==> src/rtl/pdma_fifo_pkg.sv <==
`default_nettype none
// ============================================================================
//  Module      : pdma_fifo_pkg
//  Description : Shared widths, default thresholds and occupancy-update
//                encoding for the PDMA FIFO controller.
//  Revision    : 1.0 - initial release
// ============================================================================
package pdma_fifo_pkg;

   localparam int MEM_BYTES        = 256;
   localparam int WR_AW            = 7;
   localparam int RD_AW            = 8;
   localparam int CNT_W            = 9;
   localparam int DEF_REQ_THRESH   = 16;
   localparam int DEF_AFULL_THRESH = 224;

   typedef enum logic [1:0] {
      OCC_NONE = 2'd0,
      OCC_WR   = 2'd1,
      OCC_RD   = 2'd2,
      OCC_BOTH = 2'd3
   } occ_upd_e;

   function automatic occ_upd_e occ_encode(input logic wr, input logic rd);
      return occ_upd_e'({rd, wr});
   endfunction

endpackage
`default_nettype wire

==> src/rtl/pdma_fifo_ctrl_if.sv <==
`default_nettype none
// ============================================================================
//  Module      : pdma_fifo_ctrl_if
//  Description : Producer/consumer handshake, status and USRAM port bundle
//                for the PDMA FIFO controller.
//  Revision    : 1.0 - initial release
// ============================================================================
interface pdma_fifo_ctrl_if;
   import pdma_fifo_pkg::*;

   logic             clr;
   logic             wr_en;
   logic [15:0]      wr_data;
   logic             rd_en;
   logic [7:0]       rd_data;
   logic             rd_valid;
   logic [CNT_W-1:0] count;
   logic             empty;
   logic             full;
   logic             afull;
   logic             dma_req;
   logic             wr_ovf;
   logic             rd_udf;
   logic [15:0]      c_din;
   logic [WR_AW-1:0] c_addr;
   logic             c_wen;
   logic             c_blk;
   logic [RD_AW-1:0] a_addr;
   logic             a_addr_en;
   logic             a_blk;
   logic             a_addr_srst_n;
   logic [7:0]       a_dout;

   modport slave (
      input  clr, wr_en, wr_data, rd_en, a_dout,
      output rd_data, rd_valid, count, empty, full, afull, dma_req,
             wr_ovf, rd_udf, c_din, c_addr, c_wen, c_blk,
             a_addr, a_addr_en, a_blk, a_addr_srst_n
   );

   modport master (
      output clr, wr_en, wr_data, rd_en, a_dout,
      input  rd_data, rd_valid, count, empty, full, afull, dma_req,
             wr_ovf, rd_udf, c_din, c_addr, c_wen, c_blk,
             a_addr, a_addr_en, a_blk, a_addr_srst_n
   );

endinterface
`default_nettype wire

==> src/rtl/pdma_fifo_level.sv <==
`default_nettype none
// ============================================================================
//  Module      : pdma_fifo_level
//  Description : Byte-occupancy register and the threshold flags derived
//                from it.
//  Revision    : 1.0 - initial release
// ============================================================================
module pdma_fifo_level
   import pdma_fifo_pkg::*;
#(
   parameter int DEPTH_BYTES  = MEM_BYTES,
   parameter int REQ_THRESH   = DEF_REQ_THRESH,
   parameter int AFULL_THRESH = DEF_AFULL_THRESH
) (
   input  wire logic             clk,
   input  wire logic             rst,
   input  wire logic             i_clr,
   input  wire occ_upd_e         i_upd,
   output logic [CNT_W-1:0]      o_count,
   output logic                  o_empty,
   output logic                  o_full,
   output logic                  o_afull,
   output logic                  o_dma_req
);

   localparam logic [CNT_W-1:0] c_full_lim   = CNT_W'(DEPTH_BYTES - 2);
   localparam logic [CNT_W-1:0] c_req_thresh = CNT_W'(REQ_THRESH);
   localparam logic [CNT_W-1:0] c_afull_thr  = CNT_W'(AFULL_THRESH);

   logic [CNT_W-1:0] r_count;
   logic [CNT_W-1:0] w_count_nxt;

   // Upstream gating guarantees writes only below full and reads only above
   // empty, so these steps stay within 0..DEPTH_BYTES.
   always_comb begin
      w_count_nxt = r_count;
      case (i_upd)
         OCC_WR:   w_count_nxt = r_count + CNT_W'(2);
         OCC_RD:   w_count_nxt = r_count - CNT_W'(1);
         OCC_BOTH: w_count_nxt = r_count + CNT_W'(1);
         default:  w_count_nxt = r_count;
      endcase
   end

   always_ff @(posedge clk or posedge rst) begin
      if (rst) begin
         r_count <= '0;
      end else if (i_clr) begin
         r_count <= '0;
      end else begin
         r_count <= w_count_nxt;
      end
   end

   assign o_count   = r_count;
   assign o_empty   = (r_count == '0);
   assign o_full    = (r_count > c_full_lim);
   assign o_afull   = (r_count >= c_afull_thr);
   assign o_dma_req = (r_count >= c_req_thresh);

endmodule
`default_nettype wire

==> src/rtl/pdma_fifo_ctrl.sv <==
`default_nettype none
// ============================================================================
//  Module      : pdma_fifo_ctrl
//  Description : Pointer, flag and read-capture controller for the
//                128x16-write / 256x8-read USRAM FIFO feeding the PDMA.
//  Revision    : 1.0 - initial release
// ============================================================================
module pdma_fifo_ctrl
   import pdma_fifo_pkg::*;
#(
   parameter int DEPTH_BYTES  = MEM_BYTES,
   parameter int REQ_THRESH   = DEF_REQ_THRESH,
   parameter int AFULL_THRESH = DEF_AFULL_THRESH
) (
   input  wire logic       clk,
   input  wire logic       rst,
   pdma_fifo_ctrl_if.slave bus
);

   logic [WR_AW-1:0] r_wr_ptr;
   logic [RD_AW-1:0] r_rd_ptr;
   logic             r_wr_ovf;
   logic             r_rd_udf;
   logic             r_rd_pend;
   logic             r_rd_valid;
   logic [7:0]       r_rd_data;

   logic             w_full;
   logic             w_empty;
   logic             w_wr_acc;
   logic             w_rd_acc;
   occ_upd_e         w_upd;

   // Flush wins over both requests in the same cycle.
   assign w_wr_acc = bus.wr_en & ~w_full  & ~bus.clr;
   assign w_rd_acc = bus.rd_en & ~w_empty & ~bus.clr;
   assign w_upd    = occ_encode(w_wr_acc, w_rd_acc);

   pdma_fifo_level #(
      .DEPTH_BYTES  (DEPTH_BYTES),
      .REQ_THRESH   (REQ_THRESH),
      .AFULL_THRESH (AFULL_THRESH)
   ) u_level (
      .clk       (clk),
      .rst       (rst),
      .i_clr     (bus.clr),
      .i_upd     (w_upd),
      .o_count   (bus.count),
      .o_empty   (w_empty),
      .o_full    (w_full),
      .o_afull   (bus.afull),
      .o_dma_req (bus.dma_req)
   );

   always_ff @(posedge clk or posedge rst) begin
      if (rst) begin
         r_wr_ptr <= '0;
         r_rd_ptr <= '0;
         r_wr_ovf <= 1'b0;
         r_rd_udf <= 1'b0;
      end else if (bus.clr) begin
         r_wr_ptr <= '0;
         r_rd_ptr <= '0;
         r_wr_ovf <= 1'b0;
         r_rd_udf <= 1'b0;
      end else begin
         if (w_wr_acc) r_wr_ptr <= r_wr_ptr + WR_AW'(1);
         if (w_rd_acc) r_rd_ptr <= r_rd_ptr + RD_AW'(1);
         if (bus.wr_en && w_full)  r_wr_ovf <= 1'b1;
         if (bus.rd_en && w_empty) r_rd_udf <= 1'b1;
      end
   end

   // The memory registers A_ADDR on the accepting edge and presents the byte
   // during the following cycle; it is captured one edge later. A flush does
   // not cancel a capture already under way.
   always_ff @(posedge clk or posedge rst) begin
      if (rst) begin
         r_rd_pend  <= 1'b0;
         r_rd_valid <= 1'b0;
         r_rd_data  <= 8'h00;
      end else begin
         r_rd_pend  <= w_rd_acc;
         r_rd_valid <= r_rd_pend;
         if (r_rd_pend) r_rd_data <= bus.a_dout;
      end
   end

   assign bus.empty         = w_empty;
   assign bus.full          = w_full;
   assign bus.wr_ovf        = r_wr_ovf;
   assign bus.rd_udf        = r_rd_udf;
   assign bus.rd_valid      = r_rd_valid;
   assign bus.rd_data       = r_rd_data;
   assign bus.c_din         = bus.wr_data;
   assign bus.c_addr        = r_wr_ptr;
   assign bus.c_wen         = w_wr_acc;
   assign bus.c_blk         = 1'b1;
   assign bus.a_addr        = r_rd_ptr;
   assign bus.a_addr_en     = w_rd_acc;
   assign bus.a_blk         = 1'b1;
   assign bus.a_addr_srst_n = 1'b1;

endmodule
`default_nettype wire
==> src/flat_wrapper.sv <==
// flat-port wrapper written by rule: the top's interface ports become plain ports
module pdma_fifo_ctrl_flat import pdma_fifo_pkg::*;
#(
   parameter int DEPTH_BYTES  = MEM_BYTES,
   parameter int REQ_THRESH   = DEF_REQ_THRESH,
   parameter int AFULL_THRESH = DEF_AFULL_THRESH
)
  (clk, rst, bus_clr, bus_wr_en, bus_wr_data, bus_rd_en, bus_a_dout, bus_rd_data, bus_rd_valid, bus_count, bus_empty, bus_full, bus_afull, bus_dma_req, bus_wr_ovf, bus_rd_udf, bus_c_din, bus_c_addr, bus_c_wen, bus_c_blk, bus_a_addr, bus_a_addr_en, bus_a_blk, bus_a_addr_srst_n);
  pdma_fifo_ctrl_if bus_i ();
  input  wire logic clk;
  input  wire logic rst;
  input wire logic [$bits(bus_i.clr)-1:0] bus_clr;
  input wire logic [$bits(bus_i.wr_en)-1:0] bus_wr_en;
  input wire logic [$bits(bus_i.wr_data)-1:0] bus_wr_data;
  input wire logic [$bits(bus_i.rd_en)-1:0] bus_rd_en;
  input wire logic [$bits(bus_i.a_dout)-1:0] bus_a_dout;
  output wire logic [$bits(bus_i.rd_data)-1:0] bus_rd_data;
  output wire logic [$bits(bus_i.rd_valid)-1:0] bus_rd_valid;
  output wire logic [$bits(bus_i.count)-1:0] bus_count;
  output wire logic [$bits(bus_i.empty)-1:0] bus_empty;
  output wire logic [$bits(bus_i.full)-1:0] bus_full;
  output wire logic [$bits(bus_i.afull)-1:0] bus_afull;
  output wire logic [$bits(bus_i.dma_req)-1:0] bus_dma_req;
  output wire logic [$bits(bus_i.wr_ovf)-1:0] bus_wr_ovf;
  output wire logic [$bits(bus_i.rd_udf)-1:0] bus_rd_udf;
  output wire logic [$bits(bus_i.c_din)-1:0] bus_c_din;
  output wire logic [$bits(bus_i.c_addr)-1:0] bus_c_addr;
  output wire logic [$bits(bus_i.c_wen)-1:0] bus_c_wen;
  output wire logic [$bits(bus_i.c_blk)-1:0] bus_c_blk;
  output wire logic [$bits(bus_i.a_addr)-1:0] bus_a_addr;
  output wire logic [$bits(bus_i.a_addr_en)-1:0] bus_a_addr_en;
  output wire logic [$bits(bus_i.a_blk)-1:0] bus_a_blk;
  output wire logic [$bits(bus_i.a_addr_srst_n)-1:0] bus_a_addr_srst_n;
  assign bus_i.clr = bus_clr;
  assign bus_i.wr_en = bus_wr_en;
  assign bus_i.wr_data = bus_wr_data;
  assign bus_i.rd_en = bus_rd_en;
  assign bus_i.a_dout = bus_a_dout;
  assign bus_rd_data = bus_i.rd_data;
  assign bus_rd_valid = bus_i.rd_valid;
  assign bus_count = bus_i.count;
  assign bus_empty = bus_i.empty;
  assign bus_full = bus_i.full;
  assign bus_afull = bus_i.afull;
  assign bus_dma_req = bus_i.dma_req;
  assign bus_wr_ovf = bus_i.wr_ovf;
  assign bus_rd_udf = bus_i.rd_udf;
  assign bus_c_din = bus_i.c_din;
  assign bus_c_addr = bus_i.c_addr;
  assign bus_c_wen = bus_i.c_wen;
  assign bus_c_blk = bus_i.c_blk;
  assign bus_a_addr = bus_i.a_addr;
  assign bus_a_addr_en = bus_i.a_addr_en;
  assign bus_a_blk = bus_i.a_blk;
  assign bus_a_addr_srst_n = bus_i.a_addr_srst_n;
  pdma_fifo_ctrl #(.DEPTH_BYTES(DEPTH_BYTES), .REQ_THRESH(REQ_THRESH), .AFULL_THRESH(AFULL_THRESH)) u_core (.clk(clk), .rst(rst), .bus(bus_i));
endmodule
==> config.mk <==
export PLATFORM = sky130hd
export DESIGN_NAME = pdma_fifo_ctrl_flat
export DESIGN_NICKNAME = d
export VERILOG_FILES = /design/src/rtl/pdma_fifo_pkg.sv /design/src/rtl/pdma_fifo_ctrl_if.sv /design/src/rtl/pdma_fifo_level.sv /design/src/rtl/pdma_fifo_ctrl.sv /design/src/flat_wrapper.sv
export SDC_FILE = /design/constraint.sdc
export NUM_CORES = 1
export LEC_CHECK = 0
export CAP_MARGIN = 40
export CORE_MARGIN = 4
export CORE_UTILIZATION = 30
export DETAILED_ROUTE_END_ITERATION = 16
export RECOVER_POWER = 100
export SLEW_MARGIN = 20
export SYNTH_ARGS = -nofsm -noshare
export SYNTH_HDL_FRONTEND = slang
export SYNTH_SLANG_ARGS = --single-unit
export TNS_END_PERCENT = 50
==> constraint.sdc <==
create_clock -name clk -period 3.18 [get_ports clk]
set_input_delay 0.318 -clock clk [delete_from_list [all_inputs] [get_ports clk]]
set_output_delay 0.318 -clock clk [all_outputs]
set_load 0.02 [all_outputs]
**Word level (Yosys, flattened, before mapping)**

Cells that the tools add are included.

- Register bits after elaboration: 36
- Bits of input ports: 29
- Output and inout port bits: 60
- Logic and storage cells: 44

- $add $sub $neg: 5
- Magnitude comparators: 3
- Equal/unequal tests: 3
- Multiplexer cells: 10
- Bitwise logic cells: 7
- Reduce and logical (&&, ||, !) cells: 8

Operator list:

| operator | number |
|---|---|
| one-hot mux 9 bit (3 select lines) | 1 |
| two-way mux 8 bit | 2 |
| two-way mux 7 bit | 2 |
| adder 9 x 1 -> 9 bit (second input constant) | 1 |
| adder 9 x 2 -> 9 bit (second input constant) | 1 |
| >= comparator 9 x 5 -> 1 bit (second input constant) | 1 |
| >= comparator 9 x 8 -> 1 bit (second input constant) | 1 |
| greater-than comparator 9 x 8 -> 1 bit (second input constant) | 1 |
| logical NOT 9 bit | 1 |
| two-way mux 9 bit | 1 |
| subtractor 9 x 1 -> 9 bit (second input constant) | 1 |
| adder 8 x 1 -> 8 bit (second input constant) | 1 |
| nonzero test 2 bit | 4 |
| adder 7 x 1 -> 7 bit (second input constant) | 1 |
| bitwise AND 1 bit | 4 |
| == test 2 bit (second input constant) | 2 |
| two-way mux 1 bit | 4 |
| nonzero test 4 bit | 1 |
| inverter 1 bit | 3 |
| == test 2 x 1 -> 1 bit (second input constant) | 1 |
| logical AND 1 bit | 2 |

**Longest topological paths before layout**

- Word-level depth: 7
- Mapped depth: 13
- Gate-level depth less buffers: 13

**By module**

From an unflattened synthesis, not the netlist that was laid out.

- Cell total of the unflattened synthesis: 230
- Area, all modules: 2240.9 um^2

By module, submodules not included:

| module | times used | cells each | area an instance (um^2) | sequential area each (um^2) |
|---|---|---|---|---|
| pdma_fifo_ctrl | 1 | 121 | 1327.5 | 675.6 |
| pdma_fifo_level | 1 | 109 | 913.4 | 225.2 |

**Least setup slack after synthesis**

No wires, ideal clock.

- Path type: register to register
- Start point: register u_core.u_level.r_count[5] (netlist: u_core.u_level.o_count[5])
- End point: register u_core.u_level.r_count[8] (netlist: u_core.u_level.o_count[8])
- Setup time: 0.078 ns
- Arrival time: 3.091 ns
- Required time: 3.102 ns
- Slack: 0.011 ns
- Cell stages (with the launch flop): 14
- Buffers on the path: 1
- Clock period less this slack: 3.169 ns
- Cells stage by stage: dfrtp_1 or4_4 nor3_4 nor2b_2 buf_6 nand2_1 inv_1 fa_1 nor2b_1 o31ai_1 a21oi_1 a31oi_1 o21bai_1 a21oi_1

- Longest elaborated chain between the ends: 7
- Elaborated cells on any way between the ends: 17
- Classes of those cells: add/sub (3); order compare (1); eq/ne (3); mux (2); bitwise (6); reduce/logical (2)

Ends and longest elaborated chain:

| element | RTL line | RTL |
|---|---|---|
| start, declared | pdma_fifo_level.sv:30 | `logic [CNT_W-1:0] r_count;` |
| start signal, assigned | pdma_fifo_level.sv:51 | `r_count <= w_count_nxt;` |
| logical NOT 9 bit (*) | pdma_fifo_level.sv:56 | `assign o_empty = (r_count == '0);` |
| named net bus_empty | flat_wrapper.sv:20 | `output wire logic [$bits(bus_i.empty)-1:0] bus_empty;` |
| inverter 1 bit (*) | pdma_fifo_ctrl.sv:36 | `assign w_rd_acc = bus.rd_en & ~w_empty & ~bus.clr;` |
| bitwise AND 1 bit (*) (2 in a row) | pdma_fifo_ctrl.sv:36 |  |
| == test 2 bit or == test 2 x 1 -> 1 bit (tied branches) | pdma_fifo_level.sv:37 | `case (i_upd)` |
| one-hot mux 9 bit (3 select lines) | pdma_fifo_level.sv:37 |  |
| two-way mux 9 bit | pdma_fifo_level.sv:48 | `end else if (i_clr) begin` |

Mark *: on every way through the listed nets, which the timed path passes. The rest lies on a longest branch.
A chain may end at the register's enable or synchronous reset.

**Worst setup path in the final report**

- Start point: register u_core.u_level.r_count[2] (netlist: u_core.u_level.o_count[2])
- End point: register u_core.u_level.r_count[8] (netlist: u_core.u_level.o_count[8])

- Longest elaborated chain between the ends: 7
- Elaborated cells on any way between the ends: 17
- Classes of those cells: add/sub (3); order compare (1); eq/ne (3); mux (2); bitwise (6); reduce/logical (2)

Ends and longest elaborated chain:

| element | RTL line |
|---|---|
| greater-than comparator 9 x 8 -> 1 bit or logical NOT 9 bit (tied branches) | pdma_fifo_level.sv:57, pdma_fifo_level.sv:56 |
| inverter 1 bit, on equally long branches | pdma_fifo_ctrl.sv:35, pdma_fifo_ctrl.sv:36 |
| bitwise AND 1 bit, on equally long branches (2 in a row) | pdma_fifo_ctrl.sv:35, pdma_fifo_ctrl.sv:36 |
| == test 2 bit or == test 2 x 1 -> 1 bit (tied branches) | pdma_fifo_level.sv:37 |
| one-hot mux 9 bit (3 select lines) | pdma_fifo_level.sv:37 |
| two-way mux 9 bit | pdma_fifo_level.sv:48 |

Parallel ways exist; a longest one is shown, timed or not.

==> metrics.md <==
| Metric | Value |
|---|---|
| PwrDens | `820 nW/µm²` |
| GP Congestion | `0.830` |
| Type of the worst min-delay path | `reg -> reg` |
| Std-Cell Rows | `30` |
| Initial antenna violation count | `0` |
| Fin crit share | `93.4%` |
| #FFs+latches synth | `36` |
| Vias per Instance | `4.73` |
| Status | `complete, no violations` |
| Setup Crit Path Kind | `reg -> reg` |
| Die area | `8720 µm²` |
| CTS tree | `yes` |
| Top-count cell post-synth | `dfrtp_1` |
| Core area | `6940 µm²` |
| CP Launch Type | `flip-flop` |
| CTS max path bufs | `2` |
| Die W | `93.4 µm` |
| Critical Path Sink Type | `flip-flop` |
| Maximum VDD drop | `0.000334 V` |
| Die height | `93.4 µm` |
| Count of pins over their slew limit | `0` |
| Syn avg cell area | `9.76 µm²` |
| Pin count of the biggest net entering global routing | `30` |
| Wire length of the first global-routing pass | `8.72 mm` |
| Post-synth top area cell | `dfrtp_1` |
| DR pass1 iterations | `4` |
| Most Frequent Cell on Critical Path | `a21oi_1` |
| Synth unique cells | `45` |
| Fmax | `0.337 GHz` |
| Diodes inserted | `0` |
| CP top delay family | `simple AND/OR/NAND/NOR gates` |
| Ys flop type | `dfrtp_1` |
| Hold Vio Cnt, Final | `0` |
| Async S/R FF share, synth | `100%` |
| Global route overflow | `0` |
| Vias in the first global route | `1794` |
| Mapped Cells | `224` |
| Initial DRC Count | `95` |
| Clock sink count | `36` |
| CP max-delay cell | `or4_4` |
| Hold Crit Start | `u_core.bus.rd_udf` |
| H-tree depth | `2` |
| Area contributors post-synth | `dfrtp_1 41%, buf_4 6.9%, ha_1 6.9%` |
| Relative slew slack | `35.4%` |
| GRT Overall Usage | `12.4%` |
| Clock skew | `0.00754 ns` |
| R2r startpoint | `u_core.u_level.o_count[2]` |
| Unrepaired setup endpoints after global routing | `no` |
| Setup tns final | `0 ns` |
| Clk root buf | `clkbuf_8` |
| Share of cells above drive strength 1 | `14.8%` |
| Clk pin slew, worst setup/hold paths | `0.08 ns` |
| Crit-path cells | `or4_4 -> nor3_4 -> nor2b_2 -> nand2_2 -> inv_1 -> fa_1 -> nor2b_1 -> o31ai_1 -> a21oi_1 -> a31oi_1 -> o21bai_1 -> a21oi_1` |
| Crit-path max cell delay | `0.56 ns` |
| DP Worst Slack | `0.101 ns` |
| Inserted Clock Buffers | `5` |
| Maxcap violations | `0` |
| FILL cells | `697` |
| CP required | `3.40 ns` |
| Synth cell count leaders | `36 x dfrtp_1, 26 x nor2_1, 21 x nand2_1, 20 x buf_4, 13 x xor2_1` |
| # port buffers | `53` |
| Post-route ant nets | `0` |
| Ports | `89` |
| Synthesis warning total | `0` |
| Final wirelength | `5.25 mm` |
| WP buf/inv | `1` |
| Crit path from | `u_core.u_level.o_count[2]` |
| Initial Utilization | `31.5%` |
| Tmin final | `2.97 ns` |
| Area taken by multi-input logic gates | `1080 µm²` |
| Clock Latency Late Sink | `0.29 ns` |
| WP data arrival | `3.19 ns` |
| Total number of vias | `1764` |
| Fin worst setup slack | `0.209 ns` |
| Post-synth EDFFs | `0` |
| Slew of the pin with the lowest slew margin | `0.970 ns` |
| Leakage | `1.32 nW` |
| DRC viols | `0` |
| HPWL Detailed | `3.98 mm` |
| Setup Viol. Count Final | `0` |
| Area Growth Syn to Fin | `30.5%` |
| Area share of the largest cell type after synthesis | `41.2%` |
| Layout net count | `318` |
| Flip-flop and latch area | `903 µm²` |
| WL per Instance | `14.1 µm` |
| Post-Syn Area | `2190 µm²` |
| Crit Path Max Fanout | `10` |
| Share of the yosys chip area belonging to registers | `41.2%` |
## flip-flops by register name, indices dropped and copies added, names as in the netlist
register and count:
u_core.bus.c_addr 7, u_core.bus.a_addr 8, u_core.u_level.o_count 9, u_core.bus.rd_data 8, u_core.bus.rd_udf 1, u_core.bus.rd_valid 1
u_core.bus.wr_ovf 1, u_core.r_rd_pend 1
## layer usage
metal | up-vias | GRT usage, % | part of all wire, %
li1 | 849 | - | -
met1 | 853 | 15.8 | 45
met4 | 0 | 2.93 | 0.42
met3 | 4 | 3.22 | 7.1
met5 | - | 0 | 0
met2 | 58 | 21.1 | 48
## power by group
part           total [W]  switching [W]  internal [W]  leakage [nW]
logic            0.00131       0.000684      0.000625         0.802
clock network   0.000325       0.000172      0.000153        0.0479
registers       0.000707       0.000129      0.000578         0.469
total            0.00234       0.000985       0.00136          1.32
## cells in the final DEF, fill, tap and decap left out, types with 2 or more instances in the layout
cell type,instances
dlygate4sd3_1,42
dfrtp_1,34
nor2_1,26
nand2_1,20
xor2_1,13
a21oi_1,12
ha_1,12
buf_4,12
clkdlybuf4s50_1,11
xnor2_1,8
mux2_2,8
nand3_1,7
and3_1,6
inv_1,5
clkbuf_8,5
a211oi_1,4
nand4_1,3
o21ai_0,3
a31oi_1,3
conb_1,3
or4_4,2
o31ai_1,2
a311oi_1,2
or3_1,2
or2_2,2
nor3_1,2
clkinv_2,2
clkbuf_4,2
clkbuf_1,2
dfrtp_2,2
## final cells by class
type,count,area share (%)
inverter,5,0.657
clock buffer,5,2.41
clock inverter,3,0.657
tap,96,4.21
sequential,36,31.6
multi-input combinational,159,37.9
timing repair buffer,69,22.5
## logic make-up after synthesis
| group | Yosys count | synth area share [%] |
|---|---|---|
| multiplexers | 9 | 4.58 |
| XOR/XNOR | 21 | 8.41 |
| buffers and inverters | 31 | 9.15 |
| other | 1 | 0.171 |
| AO/OA/AOI/OAI | 33 | 10.5 |
| AND/OR/NAND/NOR | 80 | 18.3 |
| adder cells (fa/ha/maj) | 13 | 7.78 |
| flip-flops | 36 | 41.2 |
## worst register-to-register path: cells and delay by family, from the launching register on
kind                     cells  cell delay [ns]
AND/OR/NAND/NOR              5             1.13
AO/OA/AOI/OAI                5             0.80
flip-flops                   1             0.50
adder cells (fa/ha/maj)      1             0.41
buffers and inverters        1             0.07
## metrics by stage
step | hold slack [ns] | cells | power, W | utilization [%] | instance area, µm²
CTS | 0.489 | 372 | 0.00243 | 41.2 | 2860
floorplan | 0.352 | 226 | 0.00158 | - | 2190
global route | 0.522 | 373 | 0.00252 | 41.1 | 2860
global placement | 0.481 | 364 | 0.00208 | 40.0 | 2780
finish | 0.497 | 373 | 0.00234 | 41.1 | 2860
detailed placement | 0.490 | 364 | 0.00210 | 40.0 | 2780
## timing repair
item | in CTS | in global routing
setup endpoints to repair | 0 | 2
setup buffers | 0 | 1
hold buffers | 0 | 0
gates resized for setup | 0 | 4
## worst paths after layout
check,endpoint,slack [ns],depth (start not counted)
max,u_core.u_level.o_count[8],0.21,12
min,u_core.bus.rd_udf,0.50,2
max reg2reg,u_core.u_level.o_count[8],0.21,12
min reg2reg,u_core.bus.rd_udf,0.50,2
max in group asynchronous,u_core.bus.a_addr[6],1.26,3
min in group asynchronous,u_core.bus.c_addr[6],0.59,2
(Power assumes the default switching activity.)
